`src/rtl/uart_wb_loader_if.sv`:
```
// Byte stream and Wishbone write-master signal bundle for uart_wb_loader.
// master: the loader; slave: the byte source plus bus slave side.
interface uart_wb_loader_if;
    logic [7:0]  byte_rx_data;
    logic        byte_rx_valid;
    logic        wb_cyc;
    logic        wb_stb;
    logic        wb_we;
    logic [31:0] wb_addr;
    logic [31:0] wb_data;
    logic [3:0]  wb_sel;
    logic        wb_stall;
    logic        wb_ack;

    modport master (
        input  byte_rx_data, byte_rx_valid, wb_stall, wb_ack,
        output wb_cyc, wb_stb, wb_we, wb_addr, wb_data, wb_sel
    );

    modport slave (
        output byte_rx_data, byte_rx_valid, wb_stall, wb_ack,
        input  wb_cyc, wb_stb, wb_we, wb_addr, wb_data, wb_sel
    );
endinterface

```
`src/rtl/uart_wb_loader.sv`:
```
// Serial frame loader: turns SYNC/CMD/ADDR/LEN/DATA byte frames into 32-bit
// Wishbone word writes and controls the CPU hold line.
//
// byte FSM state | meaning
// S_IDLE         | hunting for the 0xA5 sync byte
// S_CMD          | waiting for the command byte
// S_ADDR         | collecting the 4 little-endian address bytes
// S_LEN          | collecting the 2 little-endian word-count bytes
// S_DATA         | assembling data words; after the last one, waiting for its ack
//
// bus FSM state  | meaning
// B_IDLE         | no cycle on the bus
// B_REQ          | cyc and stb high, waiting for the slave to drop stall
// B_WAIT         | stb accepted, cyc high until ack
module uart_wb_loader #(
    parameter int BYTE_TIMEOUT  = 1_000_000,
    parameter int ACK_TIMEOUT   = 1024,
    parameter bit HOLD_AT_RESET = 1'b1
) (
    input  logic              i_clk,
    input  logic              i_rst,
    uart_wb_loader_if.master  bus,
    output logic              o_cpu_hold,
    output logic              o_busy,
    output logic [1:0]        o_err
);
    localparam int BT_W = $clog2(BYTE_TIMEOUT + 1);
    localparam int AT_W = $clog2(ACK_TIMEOUT + 1);
    localparam logic [BT_W-1:0] BT_LOAD = BT_W'(BYTE_TIMEOUT - 1);
    localparam logic [AT_W-1:0] AT_LOAD = AT_W'(ACK_TIMEOUT - 1);
    localparam logic [7:0] SYNC      = 8'hA5;
    localparam logic [7:0] CMD_WRITE = 8'h01;
    localparam logic [7:0] CMD_RUN   = 8'h02;

    typedef enum logic [2:0] {S_IDLE, S_CMD, S_ADDR, S_LEN, S_DATA} byte_state_t;
    typedef enum logic [1:0] {B_IDLE, B_REQ, B_WAIT} bus_state_t;

    byte_state_t state, state_nxt;
    bus_state_t  bstate, bstate_nxt;

    logic [1:0]      byte_cnt;
    logic [23:0]     shift;
    logic [15:0]     words_left;
    logic [BT_W-1:0] byte_tmr;
    logic [AT_W-1:0] ack_tmr;
    logic [31:0]     addr;
    logic [31:0]     data;
    logic            cpu_hold;
    logic [1:0]      err;

    logic        rx;
    logic [7:0]  rxd;
    logic        bus_active, accepted, bus_ack, bus_to, byte_to;
    logic        word_done, overrun, handoff, abort;
    logic [15:0] len_word;

    assign rx         = bus.byte_rx_valid;
    assign rxd        = bus.byte_rx_data;
    assign bus_active = (bstate != B_IDLE);
    assign accepted   = (bstate == B_REQ) && !bus.wb_stall;
    assign bus_ack    = (accepted || (bstate == B_WAIT)) && bus.wb_ack;
    // A received byte beats a byte timeout; an ack beats a bus timeout.
    assign bus_to     = bus_active && !bus_ack && (ack_tmr == '0);
    assign byte_to    = (state != S_IDLE) && !rx && (byte_tmr == '0);
    assign word_done  = (state == S_DATA) && rx && (words_left != 16'd0) && (byte_cnt == 2'd3);
    assign overrun    = word_done && bus_active;
    assign handoff    = word_done && !bus_active;
    assign abort      = byte_to || bus_to || overrun;
    assign len_word   = {rxd, shift[23:16]};

    always_ff @(posedge i_clk) begin
        if (i_rst) begin
            state  <= S_IDLE;
            bstate <= B_IDLE;
        end else begin
            state  <= state_nxt;
            bstate <= bstate_nxt;
        end
    end

    always_comb begin
        state_nxt  = state;
        bstate_nxt = bstate;
        case (state)
            S_IDLE:  if (rx && rxd == SYNC) state_nxt = S_CMD;
            S_CMD:   if (rx) state_nxt = (rxd == CMD_WRITE) ? S_ADDR : S_IDLE;
            S_ADDR:  if (rx && byte_cnt == 2'd3) state_nxt = S_LEN;
            S_LEN:   if (rx && byte_cnt == 2'd1) state_nxt = (len_word == 16'd0) ? S_IDLE : S_DATA;
            S_DATA:  if (words_left == 16'd0 && (bus_ack || !bus_active)) state_nxt = S_IDLE;
            default: state_nxt = S_IDLE;
        endcase
        case (bstate)
            B_IDLE:  if (handoff) bstate_nxt = B_REQ;
            B_REQ:   if (accepted) bstate_nxt = bus.wb_ack ? B_IDLE : B_WAIT;
            B_WAIT:  if (bus.wb_ack) bstate_nxt = B_IDLE;
            default: bstate_nxt = B_IDLE;
        endcase
        if (abort) begin
            state_nxt  = S_IDLE;
            bstate_nxt = B_IDLE;
        end
    end

    always_ff @(posedge i_clk) begin
        if (i_rst) begin
            byte_cnt   <= '0;
            shift      <= '0;
            words_left <= '0;
            byte_tmr   <= '0;
            ack_tmr    <= '0;
            addr       <= '0;
            data       <= '0;
            cpu_hold   <= HOLD_AT_RESET;
            err        <= '0;
        end else begin
            if (state_nxt != state)
                byte_cnt <= '0;
            else if (rx && (state == S_ADDR || state == S_LEN || state == S_DATA))
                byte_cnt <= byte_cnt + 2'd1;

            // Only the last three bytes are ever needed alongside the current one.
            if (rx)
                shift <= {rxd, shift[23:8]};

            if (state == S_ADDR && rx && byte_cnt == 2'd3)
                addr <= {rxd, shift[23:2], 2'b00};
            else if (bus_ack)
                addr <= addr + 32'd4;

            if (state == S_LEN && rx && byte_cnt == 2'd1)
                words_left <= len_word;
            else if (handoff)
                words_left <= words_left - 16'd1;

            if (handoff)
                data <= {rxd, shift};

            if (rx)
                byte_tmr <= BT_LOAD;
            else if (state != S_IDLE && byte_tmr != '0)
                byte_tmr <= byte_tmr - 1'b1;

            if (handoff)
                ack_tmr <= AT_LOAD;
            else if (bus_active && ack_tmr != '0)
                ack_tmr <= ack_tmr - 1'b1;

            if (state == S_CMD && rx) begin
                if (rxd == CMD_WRITE)
                    cpu_hold <= 1'b1;
                else if (rxd == CMD_RUN)
                    cpu_hold <= 1'b0;
            end

            if (abort)
                err <= (bus_to || overrun) ? 2'd3 : 2'd2;
            else if (state == S_CMD && rx && rxd != CMD_WRITE && rxd != CMD_RUN)
                err <= 2'd1;
            else if (state == S_IDLE && rx && rxd == SYNC)
                err <= 2'd0;
        end
    end

    assign bus.wb_cyc  = bus_active;
    assign bus.wb_stb  = (bstate == B_REQ);
    assign bus.wb_we   = bus_active;
    assign bus.wb_sel  = {4{bus_active}};
    assign bus.wb_addr = addr;
    assign bus.wb_data = data;
    assign o_cpu_hold  = cpu_hold;
    assign o_err       = err;
    assign o_busy      = (state != S_IDLE) || bus_active;
endmodule

```
`src/flat_wrapper.sv`:
```
// flat-port wrapper written by rule: the top's interface ports become plain ports
module uart_wb_loader_flat 
#(
    parameter int BYTE_TIMEOUT  = 1_000_000,
    parameter int ACK_TIMEOUT   = 1024,
    parameter bit HOLD_AT_RESET = 1'b1
)
  (i_clk, i_rst, o_cpu_hold, o_busy, o_err, bus_byte_rx_data, bus_byte_rx_valid, bus_wb_stall, bus_wb_ack, bus_wb_cyc, bus_wb_stb, bus_wb_we, bus_wb_addr, bus_wb_data, bus_wb_sel);
  uart_wb_loader_if bus_i ();
  input  logic i_clk;
  input  logic i_rst;
  output logic o_cpu_hold;
  output logic o_busy;
  output logic [1:0] o_err;
  input wire logic [$bits(bus_i.byte_rx_data)-1:0] bus_byte_rx_data;
  input wire logic [$bits(bus_i.byte_rx_valid)-1:0] bus_byte_rx_valid;
  input wire logic [$bits(bus_i.wb_stall)-1:0] bus_wb_stall;
  input wire logic [$bits(bus_i.wb_ack)-1:0] bus_wb_ack;
  output wire logic [$bits(bus_i.wb_cyc)-1:0] bus_wb_cyc;
  output wire logic [$bits(bus_i.wb_stb)-1:0] bus_wb_stb;
  output wire logic [$bits(bus_i.wb_we)-1:0] bus_wb_we;
  output wire logic [$bits(bus_i.wb_addr)-1:0] bus_wb_addr;
  output wire logic [$bits(bus_i.wb_data)-1:0] bus_wb_data;
  output wire logic [$bits(bus_i.wb_sel)-1:0] bus_wb_sel;
  assign bus_i.byte_rx_data = bus_byte_rx_data;
  assign bus_i.byte_rx_valid = bus_byte_rx_valid;
  assign bus_i.wb_stall = bus_wb_stall;
  assign bus_i.wb_ack = bus_wb_ack;
  assign bus_wb_cyc = bus_i.wb_cyc;
  assign bus_wb_stb = bus_i.wb_stb;
  assign bus_wb_we = bus_i.wb_we;
  assign bus_wb_addr = bus_i.wb_addr;
  assign bus_wb_data = bus_i.wb_data;
  assign bus_wb_sel = bus_i.wb_sel;
  uart_wb_loader #(.BYTE_TIMEOUT(BYTE_TIMEOUT), .ACK_TIMEOUT(ACK_TIMEOUT), .HOLD_AT_RESET(HOLD_AT_RESET)) u_core (.i_clk(i_clk), .i_rst(i_rst), .bus(bus_i), .o_cpu_hold(o_cpu_hold), .o_busy(o_busy), .o_err(o_err));
endmodule
```
`config.mk`:
```
export PLATFORM = sky130hd
export DESIGN_NAME = uart_wb_loader_flat
export DESIGN_NICKNAME = d
export VERILOG_FILES = /design/src/rtl/uart_wb_loader_if.sv /design/src/rtl/uart_wb_loader.sv /design/src/flat_wrapper.sv
export SDC_FILE = /design/constraint.sdc
export NUM_CORES = 1
export LEC_CHECK = 0
export BUFFER_PORTS_ARGS = -buffer_cell sky130_fd_sc_hd__buf_2
export CAP_MARGIN = 20
export CORE_UTILIZATION = 54
export CTS_BUF_LIST = sky130_fd_sc_hd__clkbuf_2 sky130_fd_sc_hd__clkbuf_4 sky130_fd_sc_hd__clkbuf_8
export CTS_CLUSTER_SIZE = 12
export DETAILED_ROUTE_END_ITERATION = 16
export PLACE_DENSITY = 0.85
export SYNTH_ARGS = -nofsm -noshare
export SYNTH_HDL_FRONTEND = slang
export SYNTH_SLANG_ARGS = --single-unit
```
`constraint.sdc`:
```
create_clock -name i_clk -period 2.5 [get_ports i_clk]
set_clock_uncertainty 0.2 [all_clocks]
set_input_delay 0.5 -clock i_clk [delete_from_list [all_inputs] [get_ports i_clk]]
set_output_delay 0.5 -clock i_clk [all_outputs]
set_load 0.005 [all_outputs]
```
; ---- Yosys cells after proc, flatten, opt, wreduce, memory -nomap -nowiden
; Index checks and enable logic that the tools add are counted.
[classes]
add_sub_neg = 5
reduce_logical = 63
n_eq_ne = 17
muxes = 28
[op_table]
columns = operator, count
row1 = $mux W32, 2
row2 = $mux W20, 2
row3 = $add A32 B3 Y32 const B, 1
row4 = $logic_not A16 Y1, 2
row5 = $mux W16, 2
row6 = $logic_and A1 B1 Y1, 27
row7 = $mux W3, 7
row8 = $logic_not A20 Y1, 1
row9 = $mux W10, 2
row10 = $reduce_bool A20 Y1, 1
row11 = $sub A20 B1 Y20 const B, 1
row12 = $mux W2, 8
row13 = $reduce_bool A16 Y1, 1
row14 = $sub A16 B1 Y16 const B, 1
row15 = $pmux W3 S5, 1
row16 = $reduce_bool A2 Y1, 6
row17 = $logic_not A11 Y1, 1
row18 = $reduce_bool A11 Y1, 1
row19 = $sub A11 B1 Y11 const B, 1
row20 = $reduce_or A2 Y1, 5
row21 = $eq A8 B1 Y1 const B, 1
row22 = $eq A8 B2 Y1 const B, 1
row23 = $eq A8 B8 Y1 const B, 1
row24 = $logic_or A1 B1 Y1, 8
row25 = other kinds (19), 29
[totals]
inputBits = 13
elab_cells = 127
ff_bits = 145

; ---- Longest topological paths before layout
[depth]
word_depth = 12
depth_mapped = 10
mapped_depth_nobuf = 8

; ---- Worst setup path before layout
; No wires, ideal clock.
[synth_path]
kind = input to register
from = input port bus_byte_rx_data[3]
to = register u_core.byte_cnt[0]
setup_time_ns = 0.092
arrival_time_ns = 2.135
setup_slack_ns = 0.073
cell_stages = 5
required_time_ns = 2.208
n_path_buf = 0
path_cell_list = or4_1 or4_4 a211oi_2 xor2_1 nor4_1
[synth_via]
elab_chain_len = 7
elab_cells_between_ends = 13
cone_classes = eq/ne (3) / mux (7) / reduce/logical (3)
[synth_rtl]
columns = item, line_no
row1 = from (decl), flat_wrapper.sv:15  ; input wire logic [$bits(bus_i.byte_rx_data)-1:0] bus_byte_rx_data;
row2 = $eq A8 B1 Y1 (tied with other cells), uart_wb_loader.sv:86  ; S_CMD: if (rx) state_nxt = (rxd == CMD_WRITE) ? S_ADDR : S_IDLE;
row3 = $mux W2 (tied with other cells), uart_wb_loader.sv:86
row4 = $mux W3 (on tied branches), "uart_wb_loader.sv:86, uart_wb_loader.sv:85, uart_wb_loader.sv:88"
row5 = $pmux W3 S5 (*), uart_wb_loader.sv:84  ; case (state)
row6 = $mux W3 (*), uart_wb_loader.sv:98  ; if (abort) begin
row7 = $ne A3 B3 Y1 (*), uart_wb_loader.sv:116  ; if (state_nxt != state)
row8 = $reduce_or A2 Y1 (no line) (*), n/a
row9 = to (signal assigned), uart_wb_loader.sv:119  ; byte_cnt <= byte_cnt + 2'd1;
row10 = to (decl), uart_wb_loader.sv:41  ; logic [1:0] byte_cnt;
; Mark *: on every way between the ends. The rest lies on a longest branch, timed or not.
; A chain may end at the register's enable or synchronous reset.

; ---- Worst setup path after layout
[layout_path]
from = register u_core.state[0]
to = register u_core.byte_cnt[0]
[layout_via]
elab_chain_len = 9
elab_cells_between_ends = 26
cone_classes = eq/ne (5) / mux (7) / reduce/logical (14)
[layout_rtl]
columns = item, line_no
row1 = from (decl), uart_wb_loader.sv:38  ; byte_state_t state, state_nxt;
row2 = from (signal assigned), uart_wb_loader.sv:76  ; state <= state_nxt;
row3 = $eq A3 B3 Y1, "uart_wb_loader.sv:65, uart_wb_loader.sv:84, uart_wb_loader.sv:118"
row4 = $logic_and A1 B1 Y1 (3 in series), uart_wb_loader.sv:65  ; assign word_done = (state == S_DATA) && rx && (words_left != 16'd0) && (byte_cnt == 2'd3);
row5 = $logic_and A1 B1 Y1, uart_wb_loader.sv:66  ; assign overrun = word_done && bus_active;
row6 = $logic_or A1 B1 Y1, uart_wb_loader.sv:68  ; assign abort = byte_to || bus_to || overrun;
row7 = $mux W3, uart_wb_loader.sv:98
row8 = $ne A3 B3 Y1, uart_wb_loader.sv:116
row9 = $reduce_or A2 Y1 (no line), n/a
; Several ways; a longest one is shown, not always the timed one.

==> impl.org <==
** Placement
- Detailed placement HPWL :: approximately 12000 um
- Worst-case setup slack after placement :: -0.167 ns
- Global placer's final weighted congestion :: 0.912
- Including well taps, the total number of placed cells is 1015.
- Port buffering added 85 buffers.

** GRT
- The number of antenna violations at the first check in global routing came to 0.
- Largest net degree at the start of global routing :: 66
- Number of global-route vias before repair :: 5710
- Global Route Usage Sum :: a little over a quarter
- The total overflow left after global routing is 0.
- The first global-routing pass estimated between 20000 and 30000 um of wire.

** Clock network
- TritonCTS clock tree :: done
- Number of levels in the clock H-tree :: 4
- Buffers inserted during clock tree synthesis total 17.
- Clock-pin slew was measured on the worst setup and hold paths at 0.08 ns.
- The cell sitting at the root of the clock tree is a sky130_fd_sc_hd__clkbuf_8.
- Total clock sinks :: 143
- Clock tree buffer depth :: 2
- At the later pin of the worst-skew pair, clock insertion delay measures 0.47 ns.

** Pwr
- Across the VDD grid, the largest voltage drop is ~0.44 mV.
- Net switching power figure :: 1.07 mW
- Of the total power, the clock network draws 45.0%.
- Registers are responsible for 51.0% of the overall power.
- Internal power comes to 3.51 mW.
- In this run the static leakage power is 3.10 nW.
- Net switching is 23.4% of the power.
- Power spread over the standard cell area amounts to roughly 590 mW/mm2.
- The design draws 4.59 mW.
- Combinational cell fraction of total power :: 4.0%

** Logic synthesis
- Of all flip-flops after synthesis, the portion carrying an async set or reset was 0%.
- Primary flip-flop cell chosen by synthesis mapping :: sky130_fd_sc_hd__dfxtp_1
- Total of warnings raised by yosys :: 0
- Complex-gate fraction of the synthesized area :: 14.1%
- Multiplexer cells account for ~3.8% of the synthesized area.
- Synthesized area :: ~0.0066 mm2
- Each instance of the synthesized netlist takes up on average 8.25 um2.
- Of the total synthesized cell area, the portion taken by full adders, half adders and majority gates is between 1 and 1.5%.
- Synthesis inferred 143 register bits.
- Synthesis produced a netlist whose cell count is 801.
- Yosys mapped the design onto 56 distinct sky130hd cell types.
- The share of the Yosys chip area taken by registers is 43.3%.
- Post-synth EDFFs :: 0
- After synthesis, the largest family of logic cells by area is simple AND/OR/NAND/NOR gates.
- After Yosys synthesis, and, or, nand and nor cells account for 25.9% of the synthesized area.
- The synthesized netlist devotes 7.03% of its cell area to XOR and XNOR gates.

** Setup path
- STA classifies the critical path startpoint as a register.
- The startpoint identified for the worst register-to-register timing path is u_core.state[0].
- For flop-to-flop paths, the worst setup slack is approximately 0.18 ns.
- Endpoint of the lowest-slack register-to-register path :: u_core.byte_cnt[0]
- The critical path starts at u_core.state[0].
- Worst-case reg-to-reg path depth :: 5
- Required time reported for the critical path endpoint :: 2.67 ns
- The worst setup path is captured at a register.
- At the worst endpoint, the arrival time is 2.49 ns.
- Setup CP Type :: reg -> reg
- Of all nets on the critical path, the largest fanout is 5.
- Capturing instance or port of the critical path :: u_core.byte_cnt[0]

** Timing
- Final setup violation count :: 0
- Setup repair after global routing left no endpoint under its margin.
- At the pin with the least slew margin, the transition time is 0.629 ns.
- Max-slew headroom at the worst pin :: a little under three fifths
- Final-layout worst hold slack :: between 0.09 and 0.1 ns
- Number of endpoints with negative hold slack in the final report :: 0
- After layout, the minimum clock period comes to approximately 2.3 ns.
- Top achievable clock speed :: between 400 and 500 MHz
- Least setup slack across all paths after layout :: about 0.18 ns
- Final period utilization :: 93.0%
- The number of pins with negative max-slew slack in the final report is 0.
- Final-layout setup total negative slack :: 0 ns

** Drt
- First DRT Iteration DRCs :: 379
- Detailed routing inserted a total of 6173 vias.
- Before antenna repair, the detailed router went through 5 iterations.
- Wire per inst :: 15.9 um
- The count of nets left with antenna violations once routing finished came out at 0.
- Top Layer Used :: met4
- Post-Route WL :: 16700 um
- Wire length on met1 :: roughly 7100 um
- Using the TritonRoute via totals, the vias-per-cell ratio works out to 5.88.
- Summed over all nets, wire length on met2 after detailed routing comes to 8030 um.
- Met3 Routed Length :: between 1000 and 1500 um
- DRC errors left :: 0

** Die
- The floorplan has 40 rows.
- Effective utilization at floorplan :: a little under three fifths
- Die outline area :: between 0.01 and 0.015 mm2
- Count of boundary I/O pins :: 88
- Overall die width :: 113 um
- From bottom edge to top edge, the die measures 113 um.
- Core area :: 0.0120 mm2

** Final layout
- At the end of the flow, the number of nets in the layout was 909.
- In the layout the commonest cells are 142 x sky130_fd_sc_hd__dfxtp_1, 104 x sky130_fd_sc_hd__nand2_1, 101 x sky130_fd_sc_hd__nor2_1.
- Post-synthesis to final-layout area growth :: 17.3%
- Cells with a size suffix above 1 make up about a fifth of the layout.
- Filler-free cell count of the finished design :: 1049
- The filler cells instantiated in the layout total ~1000.
- In the final layout, flip-flops and latches occupy 0.00286 mm2.
- In the final layout, the multi-input gates occupy 0.00347 mm2.
- Leaving out fill and tap cells, the most frequent cell in the layout is sky130_fd_sc_hd__dfxtp_1.
- Antenna diodes :: 0

** Run status
- Outcome :: complete, no violations

** Min path
- HP Start :: bus_wb_ack
- Min-delay worst type :: in -> reg

** Flow run
- Max-cap violations in this run came to 0.
==> synthesized netlist by cell type, drive strengths merged (12+ instances only) <==
master	instances	area (um2)
dfxtp	143	2860
nand2	104	390
nor2	102	383
a21oi	75	375
clkbuf	34	128
nand3	34	170
xor2	30	263
a211oi	27	208
nor3	26	130
mux2i	24	240
xnor2	23	201
buf	20	110
nor4	19	155
inv	15	56.3
o21ai	14	70.1
or3	13	81.3
nand4	12	81.3
==> cells by family after synthesis <==
group,Yosys count
DFF,143
muxes,25
buffers and inverters,69
AOI/OAI and AO/OA,152
other,1
and+or+nand+nor,351
adders and majority gates,7
xor gates and xnor gates,53
==> final cells by class <==
type                       instances  area share, %
clock buffer                      20           3.39
clock inverter                    12           2.36
inverter                          15          0.727
multi-input combinational        590           44.8
sequential                       143           37.0
tap                              147           2.37
timing repair buffer             122           9.43
==> layer usage <==
layer / vias to the layer above / GRT usage [%]
met2: 198 / 44.9
met1: 2948 / 32.6
met3: 45 / 8.37
li1: 2982 / -
met4: 0 / 12.2
met5: - / 0
==> power groups by stage <==
stage,clock (mW),combinational [mW],sequential [mW]
2_1_floorplan,0,0.114,2.38
3_3_place_gp,0,0.174,2.39
3_5_place_dp,0,0.177,2.39
4_1_cts,2.09,0.179,2.34
5_1_grt,2.19,0.199,2.34
6_report,2.06,0.184,2.34
==> worst min-delay path by stage <==
stage                              to  slack, ns  cells past startpoint
2_1_floorplan   u_core.bus.wb_data[0]       0.23                      2
3_3_place_gp   u_core.bus.wb_data[16]       0.24                      2
3_5_place_dp   u_core.bus.wb_data[15]       0.24                      2
4_1_cts              u_core.bstate[1]       0.07                      2
5_1_grt              u_core.bstate[1]       0.08                      2
6_report             u_core.bstate[1]        0.1                      2
==> state kept, by name, summed over array words and instances, names as in the netlist <==
name	count
u_core.ack_tmr	11
u_core.bstate	2
u_core.shift	24
u_core.words_left	16
u_core.bus.wb_data	32
u_core.o_cpu_hold	1
u_core.bus.wb_addr	30
u_core.o_err	2
u_core.byte_cnt	2
u_core.state	3
u_core.byte_tmr	20
==> repair_timing <==
action	CTS	global route
resized for setup	0	3
setup buffers	0	2
hold buffers	0	0
setup endpoints to repair	0	3
==> worst max-delay path: stages, from the launching register on <==
cell and delay (ns):
sky130_fd_sc_hd__dfxtp_1 0.38, sky130_fd_sc_hd__or3_1 0.43, sky130_fd_sc_hd__or4_4 0.57, sky130_fd_sc_hd__a211oi_2 0.25, sky130_fd_sc_hd__xor2_1 0.11, sky130_fd_sc_hd__nor4_1 0.29
==> stage by stage <==
step,instance area [um2],utilization (%)
finish,7750,64.8
global route,7750,64.8
CTS,7720,64.5
detailed placement,7270,60.8
global placement,7270,60.8
floorplan,6610,-
Power figures use the tool's default switching activity.
